`src/rtl/product_accumulator_if.sv`:
```
// product_accumulator_if
//   Groups the two valid/ready channels of the product accumulator.
//   Input channel : in_valid, in_ready, in_product (PROD_W bits)
//   Output channel: out_valid, out_ready, out_sum (SUM_W bits), out_ovf
//   master : the producer/consumer environment around the accumulator
//   slave  : the accumulator itself
interface product_accumulator_if #(
  parameter int PROD_W = 4,
  parameter int SUM_W  = 8
);
  logic              in_valid;
  logic              in_ready;
  logic [PROD_W-1:0] in_product;
  logic              out_valid;
  logic              out_ready;
  logic [SUM_W-1:0]  out_sum;
  logic              out_ovf;

  modport master (
    output in_valid, in_product, out_ready,
    input  in_ready, out_valid, out_sum, out_ovf
  );

  modport slave (
    input  in_valid, in_product, out_ready,
    output in_ready, out_valid, out_sum, out_ovf
  );
endinterface

```
`src/rtl/product_accumulator.sv`:
```
// product_accumulator
//   Sums COUNT unsigned products (from a 2-bit x 2-bit multiplier) received
//   over a valid/ready handshake and presents the wrapped sum plus a sticky
//   carry-out flag on a valid/ready output. Accumulate half of a small MAC.
// Ports
//   clk    : rising-edge clock
//   rst_n  : asynchronous active-low reset, drops all state immediately
//   clear  : synchronous abort of the current batch and any held result
//   bus    : product_accumulator_if.slave
//            in_valid/in_ready/in_product  - product input channel
//            out_valid/out_ready/out_sum/out_ovf - result output channel
module product_accumulator #(
  parameter int PROD_W = 4,
  parameter int COUNT  = 4,
  parameter int SUM_W  = 8
) (
  input  logic clk,
  input  logic rst_n,
  input  logic clear,
  product_accumulator_if.slave bus
);

  localparam int CNT_W = (COUNT > 1) ? $clog2(COUNT) : 1;
  localparam logic [CNT_W-1:0] CNT_LAST = CNT_W'(COUNT - 1);

  typedef enum logic [0:0] {
    S_ACC = 1'b0,
    S_OUT = 1'b1
  } state_t;

  state_t             state_r, state_s;
  logic [SUM_W-1:0]   acc_r, acc_s;
  logic [CNT_W-1:0]   cnt_r, cnt_s;
  logic               ovf_r, ovf_s;
  logic [SUM_W-1:0]   out_sum_r, out_sum_s;
  logic               out_ovf_r, out_ovf_s;
  logic               out_valid_r, out_valid_s;
  logic               in_ready_s;
  logic               accept_s;
  logic [SUM_W:0]     sum_s;

  // Zero-extended add; bit SUM_W is the carry out of the accumulator width.
  function automatic logic [SUM_W:0] add_with_carry(
    input logic [SUM_W-1:0]  a,
    input logic [PROD_W-1:0] p
  );
    return {1'b0, a} + {{(SUM_W + 1 - PROD_W){1'b0}}, p};
  endfunction

  // Ready is a pure function of the state register, never of in_valid/out_ready.
  assign in_ready_s = (state_r == S_ACC);
  assign accept_s   = bus.in_valid & in_ready_s;
  assign sum_s      = add_with_carry(acc_r, bus.in_product);

  assign bus.in_ready  = in_ready_s;
  assign bus.out_valid = out_valid_r;
  assign bus.out_sum   = out_sum_r;
  assign bus.out_ovf   = out_ovf_r;

  // Next-state and datapath update for the collect/hold FSM.
  always_comb begin
    state_s     = state_r;
    acc_s       = acc_r;
    cnt_s       = cnt_r;
    ovf_s       = ovf_r;
    out_sum_s   = out_sum_r;
    out_ovf_s   = out_ovf_r;
    out_valid_s = out_valid_r;

    if (clear) begin
      // Abort wins over any handshake; the held result need not be zeroed.
      state_s     = S_ACC;
      acc_s       = {SUM_W{1'b0}};
      cnt_s       = {CNT_W{1'b0}};
      ovf_s       = 1'b0;
      out_valid_s = 1'b0;
    end else begin
      case (state_r)
        S_ACC: begin
          if (accept_s) begin
            if (cnt_r == CNT_LAST) begin
              // Last product of the batch: publish and restart the batch.
              out_sum_s   = sum_s[SUM_W-1:0];
              out_ovf_s   = ovf_r | sum_s[SUM_W];
              out_valid_s = 1'b1;
              state_s     = S_OUT;
              acc_s       = {SUM_W{1'b0}};
              cnt_s       = {CNT_W{1'b0}};
              ovf_s       = 1'b0;
            end else begin
              acc_s = sum_s[SUM_W-1:0];
              ovf_s = ovf_r | sum_s[SUM_W];
              cnt_s = cnt_r + CNT_W'(1);
            end
          end else begin
            state_s = S_ACC;
          end
        end
        S_OUT: begin
          if (out_valid_r && bus.out_ready) begin
            out_valid_s = 1'b0;
            state_s     = S_ACC;
          end else begin
            state_s = S_OUT;
          end
        end
        default: begin
          state_s     = S_ACC;
          acc_s       = {SUM_W{1'b0}};
          cnt_s       = {CNT_W{1'b0}};
          ovf_s       = 1'b0;
          out_valid_s = 1'b0;
        end
      endcase
    end
  end

  // State and output registers with asynchronous reset.
  always_ff @(posedge clk or negedge rst_n) begin
    if (!rst_n) begin
      state_r     <= S_ACC;
      acc_r       <= {SUM_W{1'b0}};
      cnt_r       <= {CNT_W{1'b0}};
      ovf_r       <= 1'b0;
      out_sum_r   <= {SUM_W{1'b0}};
      out_ovf_r   <= 1'b0;
      out_valid_r <= 1'b0;
    end else begin
      state_r     <= state_s;
      acc_r       <= acc_s;
      cnt_r       <= cnt_s;
      ovf_r       <= ovf_s;
      out_sum_r   <= out_sum_s;
      out_ovf_r   <= out_ovf_s;
      out_valid_r <= out_valid_s;
    end
  end

endmodule

```
`src/flat_wrapper.sv`:
```
// flat-port wrapper written by rule: the top's interface ports become plain ports
module product_accumulator_flat 
#(
  parameter int PROD_W = 4,
  parameter int COUNT  = 4,
  parameter int SUM_W  = 8
)
  (clk, rst_n, clear, bus_in_valid, bus_in_product, bus_out_ready, bus_in_ready, bus_out_valid, bus_out_sum, bus_out_ovf);
  product_accumulator_if #(.PROD_W(PROD_W), .SUM_W(SUM_W)) bus_i ();
  input  logic clk;
  input  logic rst_n;
  input  logic clear;
  input wire logic [$bits(bus_i.in_valid)-1:0] bus_in_valid;
  input wire logic [$bits(bus_i.in_product)-1:0] bus_in_product;
  input wire logic [$bits(bus_i.out_ready)-1:0] bus_out_ready;
  output wire logic [$bits(bus_i.in_ready)-1:0] bus_in_ready;
  output wire logic [$bits(bus_i.out_valid)-1:0] bus_out_valid;
  output wire logic [$bits(bus_i.out_sum)-1:0] bus_out_sum;
  output wire logic [$bits(bus_i.out_ovf)-1:0] bus_out_ovf;
  assign bus_i.in_valid = bus_in_valid;
  assign bus_i.in_product = bus_in_product;
  assign bus_i.out_ready = bus_out_ready;
  assign bus_in_ready = bus_i.in_ready;
  assign bus_out_valid = bus_i.out_valid;
  assign bus_out_sum = bus_i.out_sum;
  assign bus_out_ovf = bus_i.out_ovf;
  product_accumulator #(.PROD_W(PROD_W), .COUNT(COUNT), .SUM_W(SUM_W)) u_core (.clk(clk), .rst_n(rst_n), .clear(clear), .bus(bus_i));
endmodule
```
`config.mk`:
```
export PLATFORM = sky130hd
export DESIGN_NAME = product_accumulator_flat
export DESIGN_NICKNAME = d
export VERILOG_FILES = /design/src/rtl/product_accumulator_if.sv /design/src/rtl/product_accumulator.sv /design/src/flat_wrapper.sv
export SDC_FILE = /design/constraint.sdc
export NUM_CORES = 1
export LEC_CHECK = 0
export CORE_MARGIN = 2
export CORE_UTILIZATION = 46
export CTS_CLUSTER_DIAMETER = 150
export DETAILED_ROUTE_END_ITERATION = 8
export GPL_TIMING_DRIVEN = 0
export MAX_ROUTING_LAYER = met4
export PLACE_DENSITY_LB_ADDON = 0.3
export SYNTH_ARGS = -nofsm -noshare
export SYNTH_HDL_FRONTEND = slang
export SYNTH_SLANG_ARGS = --single-unit
```
`constraint.sdc`:
```
create_clock -name clk -period 1.8 [get_ports clk]
set_clock_uncertainty 0.05 [all_clocks]
set_input_delay 0.27 -clock clk [delete_from_list [all_inputs] [get_ports clk]]
set_output_delay 0.27 -clock clk [all_outputs]
set_load 0.1 [all_outputs]
```
Word level (Yosys, flattened, before mapping)

Cells that the tools add are included.

Equality and inequality tests: 5
Multiply operators: 0
Bitwise operators: 4
Order comparisons: 0
Mux-type cells: 22
Divide/modulo/power cells: 0
Reduce and logical (&&, ||, !) cells: 5
Shift-type cells: 0
$add $sub $neg: 2

Operators with widths:

| operator              | number |
|---|---|
| $mux W8               | 4 |
| $mux W1               | 12 |
| $add A8 B4 Y9         | 1 |
| $ne A3 B3 Y1 const B  | 3 |
| $mux W2               | 4 |
| $pmux W1 S2           | 2 |
| $reduce_and A4 Y1     | 1 |
| $reduce_and A3 Y1     | 1 |
| $add A2 B1 Y2 const B | 1 |
| $eq A2 B2 Y1 const B  | 1 |
| $ne A2 B2 Y1 const B  | 1 |
| $not A1 Y1            | 2 |
| $reduce_and A2 Y1     | 1 |
| $reduce_bool A2 Y1    | 1 |
| $and A1 B1 Y1         | 1 |
| $logic_and A1 B1 Y1   | 1 |
| $or A1 B1 Y1          | 1 |

Output and inout bits: 11
Memories kept: 0
Bits in latches: 0
Logic and storage cells: 45
Bits in registers: 22
ROM bits: 0
Input bits: 9
Memory bits (writable): 0

Logic depth before layout (Yosys ltp)

Depth after elaboration: 6
Depth in mapped cells: 7
Gate-level depth less buffers: 7

Least setup slack after synthesis

OpenSTA, ideal clock, no wires.

Kind: reg-to-reg
From: register u_core.acc_r[0]
To: register u_core.acc_r[6]
Data required time: 1.629 ns
Path slack: 0.084 ns
Setup time: 0.121 ns
Stages on the path, launching flop included: 8
Clock period less this slack: 1.716 ns
Arrival: 1.545 ns
Path buffers: 0
Cell sequence: dfrtp_1 > ha_1 > inv_1 > fa_1 > nor2b_1 > o31a_2 > o22ai_1 > a22o_1

Cells in the longest elaborated chain, start to end: 5

RTL lines:

| what                   | RTL line                   | source |
|---|---|---|
| from (decl)            | product_accumulator.sv:32  | `logic [SUM_W-1:0] acc_r, acc_s;` |
| from (signal assigned) | product_accumulator.sv:122 | `acc_r <= {SUM_W{1'b0}};` |
| from (signal assigned) | product_accumulator.sv:130 | `acc_r <= acc_s;` |
| $add A8 B4 Y9          | product_accumulator.sv:47  | `return {1'b0, a} + {{(SUM_W + 1 - PROD_W){1'b0}}, p};` |
| $mux W8                | product_accumulator.sv:81  | `if (cnt_r == CNT_LAST) begin` |
| $mux W8                | product_accumulator.sv:80  | `if (accept_s) begin` |
| $mux W8                | product_accumulator.sv:78  | `case (state_r)` |
| $mux W8                | product_accumulator.sv:70  | `if (clear) begin` |

Every way passes these cells. The select of a mux whose other input is x is not followed.
A chain may end at the register's enable or synchronous reset.

Worst setup path in the final report

Ends and elaborated chain as after synthesis.

==> run_summary.xml <==
<?xml version="1.0" encoding="UTF-8"?>
<metrics>
  <group name="floorplan">
    <metric name="fp.dieH" unit="microns">54.8</metric>
    <metric name="core.rowCount" unit="">18</metric>
    <metric name="pin_count" unit="">20</metric>
    <metric name="start_util" unit="">0.484</metric>
    <metric name="fp.dieArea" unit="sq um">3000</metric>
    <metric name="dieWidth" unit="microns">54.8</metric>
    <metric name="core_area" unit="sq um">2450</metric>
  </group>
  <group name="critical_path">
    <metric name="critical_path_class" unit="">flop to flop</metric>
    <metric name="arrival" unit="ns">1.92</metric>
    <metric name="crit_family" unit="">adder cells</metric>
    <metric name="timing.critical_path.from_type" unit="">flop</metric>
    <metric name="slowest_delay" unit="ns">0.39</metric>
    <metric name="worstSetupEndpointType" unit="">flop</metric>
    <metric name="crit_slowest_cell" unit="">dfrtp_1</metric>
    <metric name="critical_path_peak_fanout" unit="">3</metric>
    <metric name="cells_along_the_critical_path" unit="">ha_2 &gt; inv_2 &gt; fa_2 &gt; nor2b_4 &gt; o31a_2 &gt; o22ai_1 &gt; a22o_1</metric>
    <metric name="worst_endpoint_required_time" unit="ns">1.96</metric>
    <metric name="crit_buf_inv" unit="">1</metric>
  </group>
  <group name="cells_and_area">
    <metric name="most_frequent_standard_cell_in_the_layout_excluding_fill_and_tap_cells" unit="">dfrtp_1</metric>
    <metric name="diode_insertion_count_for_antenna_repair" unit="">0</metric>
    <metric name="finish.net_count" unit="">163</metric>
    <metric name="drive_gt1_frac" unit="">0.238</metric>
    <metric name="highest_count_cells_in_the_layout_ignoring_fill_and_taps" unit="">dfrtp_1, nand2_1, o21ai_0</metric>
    <metric name="area_growth_syn_to_layout" unit="%">27.7</metric>
    <metric name="finalInstanceArea" unit="sq um">1520</metric>
  </group>
  <group name="logic_synthesis">
    <metric name="yosysUniqueCellTypes" unit="">42</metric>
    <metric name="synthesized_area_divided_by_synthesized_cell_count" unit="sq um">9.65</metric>
    <metric name="postSynthNetCount" unit="">138</metric>
    <metric name="ys_async_rst_share" unit="">1.00</metric>
    <metric name="postSynth.topFlopCell" unit="">dfrtp_1</metric>
    <metric name="post_synth_instance_area" unit="sq um">1190</metric>
    <metric name="synth.yosys.seq_area_share" unit="">0.464</metric>
    <metric name="synth_cells" unit="">123</metric>
    <metric name="count_of_flip_flops_with_a_built_in_enable_after_synthesis" unit="">0</metric>
    <metric name="synth_warnings" unit="">0</metric>
    <metric name="ys_ff_latch" unit="">22</metric>
  </group>
  <group name="power_and_ir_drop">
    <metric name="power.internal" unit="W">0.000828</metric>
    <metric name="share_of_total_power_in_the_clock_network" unit="">0.197</metric>
    <metric name="max-vdd-ir-drop" unit="mV">0.611</metric>
    <metric name="p_comb_frac" unit="">0.387</metric>
    <metric name="power_density" unit="nW/um^2">917</metric>
    <metric name="power_switching" unit="W">0.000562</metric>
    <metric name="seq_power_share" unit="">0.416</metric>
    <metric name="sw_frac_of_total" unit="">0.404</metric>
    <metric name="power.static_leakage" unit="nW">0.682</metric>
  </group>
  <group name="route">
    <metric name="ant_nets" unit="">0</metric>
    <metric name="wl_per_cell" unit="microns">14.4</metric>
    <metric name="drt-vias-per-instance" unit="">5.59</metric>
    <metric name="drc" unit="">0</metric>
    <metric name="detail_route.iter0.violations" unit="">16</metric>
    <metric name="vias" unit="">990</metric>
    <metric name="drt-pass1-iter-count" unit="">4</metric>
    <metric name="postRouteWirelength" unit="microns">2540</metric>
  </group>
  <group name="place">
    <metric name="place.port_buffers" unit="">18</metric>
    <metric name="dpl_cell_area" unit="sq um">1410</metric>
    <metric name="dp.final_hpwl" unit="microns">1800</metric>
    <metric name="gp_congestion" unit="">0.855</metric>
  </group>
  <group name="global_route">
    <metric name="grt_max_degree" unit="">23</metric>
    <metric name="grt_pass1_wl" unit="microns">4280</metric>
    <metric name="grt_antenna_before_repair" unit="">0</metric>
    <metric name="grt_remaining_overflow" unit="">0</metric>
    <metric name="track_usage" unit="">0.207</metric>
    <metric name="grt_pass1_vias" unit="">938</metric>
  </group>
  <group name="clocking">
    <metric name="worst_skew_pair.late_latency" unit="ns">0.30</metric>
    <metric name="cts-buffers-inserted" unit="">3</metric>
    <metric name="cts_htree_levels" unit="">1</metric>
    <metric name="tritoncts_clock_tree" unit="">built</metric>
    <metric name="max-clock-path-buffers" unit="">2</metric>
    <metric name="sink_count_of_the_clock_tree" unit="">22</metric>
    <metric name="clock-root-buffer" unit="">clkbuf_4</metric>
    <metric name="post_cts_hold_buffer_count" unit="">0</metric>
    <metric name="clk_transition_reported_paths" unit="ns">0.12</metric>
  </group>
  <group name="timing">
    <metric name="rsz0062_at_grt" unit="">yes</metric>
    <metric name="timing.final.crit_share" unit="">0.977</metric>
    <metric name="final-max-slew-violation-count" unit="">0</metric>
    <metric name="slew_at_the_pin_closest_to_its_max_slew_limit" unit="ns">1.00</metric>
    <metric name="period_minus_slack" unit="ns">1.76</metric>
    <metric name="final_hold_viol_count" unit="">0</metric>
    <metric name="finalSetupViolations" unit="">0</metric>
    <metric name="timing.slew.headroom" unit="">0.331</metric>
    <metric name="max_clock_freq" unit="GHz">0.569</metric>
    <metric name="fin_worst_hold_slack" unit="ns">0.0877</metric>
  </group>
  <group name="min_path">
    <metric name="min_path_type" unit="">input pin to flop</metric>
  </group>
  <group name="outcome">
    <metric name="run_status" unit="">complete, no violations</metric>
  </group>
  <group name="run">
    <metric name="drv_cap" unit="">0</metric>
  </group>
</metrics>
[cell families after synthesis]
family                     after synthesis  synth area share
and+or+nand+nor                         43             0.177
muxes                                    2            0.0169
xor gates and xnor gates                 2            0.0148
buffers and inverters                   12            0.0485
adders and majority gates                6            0.0695
AOI/OAI and AO/OA                       36             0.210
DFF                                     22             0.464
[routing by layer]
metal,GRT usage,routed length [microns],up-vias
met5,-,0,-
met4,0.0750,37,0
met3,0.0273,89,5
met2,0.331,1220,17
met1,0.267,1190,486
li1,-,-,482
[cell type report]
cell class                 instances  area (sq um)
buffer                             5          32.5
clock buffer                       4          36.3
fill                             208           938
inverter                           7          26.3
multi-input combinational         89           627
sequential                        22           551
tap                               30          37.5
timing repair buffer              20           206
[power groups by stage]
| stage | registers [W] | logic (W) | clock network, W |
|---|---|---|---|
| after floorplan | 0.000807 | 0.000166 | 0 |
| after global placement | 0.000583 | 0.000513 | 0 |
| after detailed placement | 0.000587 | 0.000520 | 0 |
| after CTS | 0.000577 | 0.000517 | 0.000280 |
| after global routing | 0.000587 | 0.000582 | 0.000304 |
| final | 0.000579 | 0.000538 | 0.000274 |
[sequential cells by signal (all words and copies together), names as in the netlist]
| register | flops |
|---|---|
| u_core.bus.out_valid | 1 |
| u_core.cnt_r | 2 |
| u_core.bus.out_ovf | 1 |
| u_core.ovf_r | 1 |
| u_core.acc_r | 8 |
| u_core.state_r | 1 |
| u_core.bus.out_sum | 8 |
[final timing paths]
path,startpoint,end,slack [ns],cells after the start
setup / recovery,u_core.acc_r[0]$_DFFE_PN0P_,u_core.acc_r[6]$_DFFE_PN0P_,0.04,7
hold reg to reg,u_core.bus.out_sum[4]$_DFFE_PN0P_,u_core.bus.out_sum[4]$_DFFE_PN0P_,0.44,2
setup reg to reg,u_core.acc_r[0]$_DFFE_PN0P_,u_core.acc_r[6]$_DFFE_PN0P_,0.04,7
min in group asynchronous,rst_n,u_core.bus.out_sum[1]$_DFFE_PN0P_,0.45,1
max in group asynchronous,rst_n,u_core.cnt_r[1]$_DFFE_PN0P_,0.65,1
hold / removal,clear,u_core.cnt_r[1]$_DFFE_PN0P_,0.09,2
[metrics by stage]
stage	worst slack (ns)	TNS (ns)	total power, W	util	std cells
after detailed placement	-0.467	-3.86	0.00111	0.572	171
after global placement	-0.434	-3.41	0.00110	0.572	171
after global routing	-0.0645	-0.233	0.00147	0.618	177
final	0.0413	0	0.00139	0.618	177
after floorplan	0.0836	0	0.000973	-	123
after CTS	0.00382	0	0.00137	0.598	176
[timing repair]
action                     in CTS  in global routing
setup endpoints to repair      17                 14
pin swaps                       5                  5
buffers inserted                1                  1
resized for setup              38                  9
[cells in the mapped netlist (2+ instances only)]
cell,instances,area [sq um]
inv_1,7,26.3
nand2_1,19,71.3
dfrtp_1,22,551
and2_1,2,12.5
nor2_1,9,33.8
a22o_1,2,17.5
o31ai_1,4,30.0
ha_1,5,62.6
nand3_1,2,10.0
o21ai_0,12,60.1
nor2b_1,2,12.5
mux2i_1,2,20.0
a211oi_1,2,15.0
nor3_1,3,15.0
a21oi_1,3,15.0
[worst register-to-register path, delay by kind of cell (launching register included)]
kind	cells	cell delay (ns)
buf+inv	1	0.04
fa+ha+maj	2	0.56
flops	1	0.39
simple gates	1	0.14
compound gates	3	0.47
No activity file was read; power rests on OpenSTA's default activity.
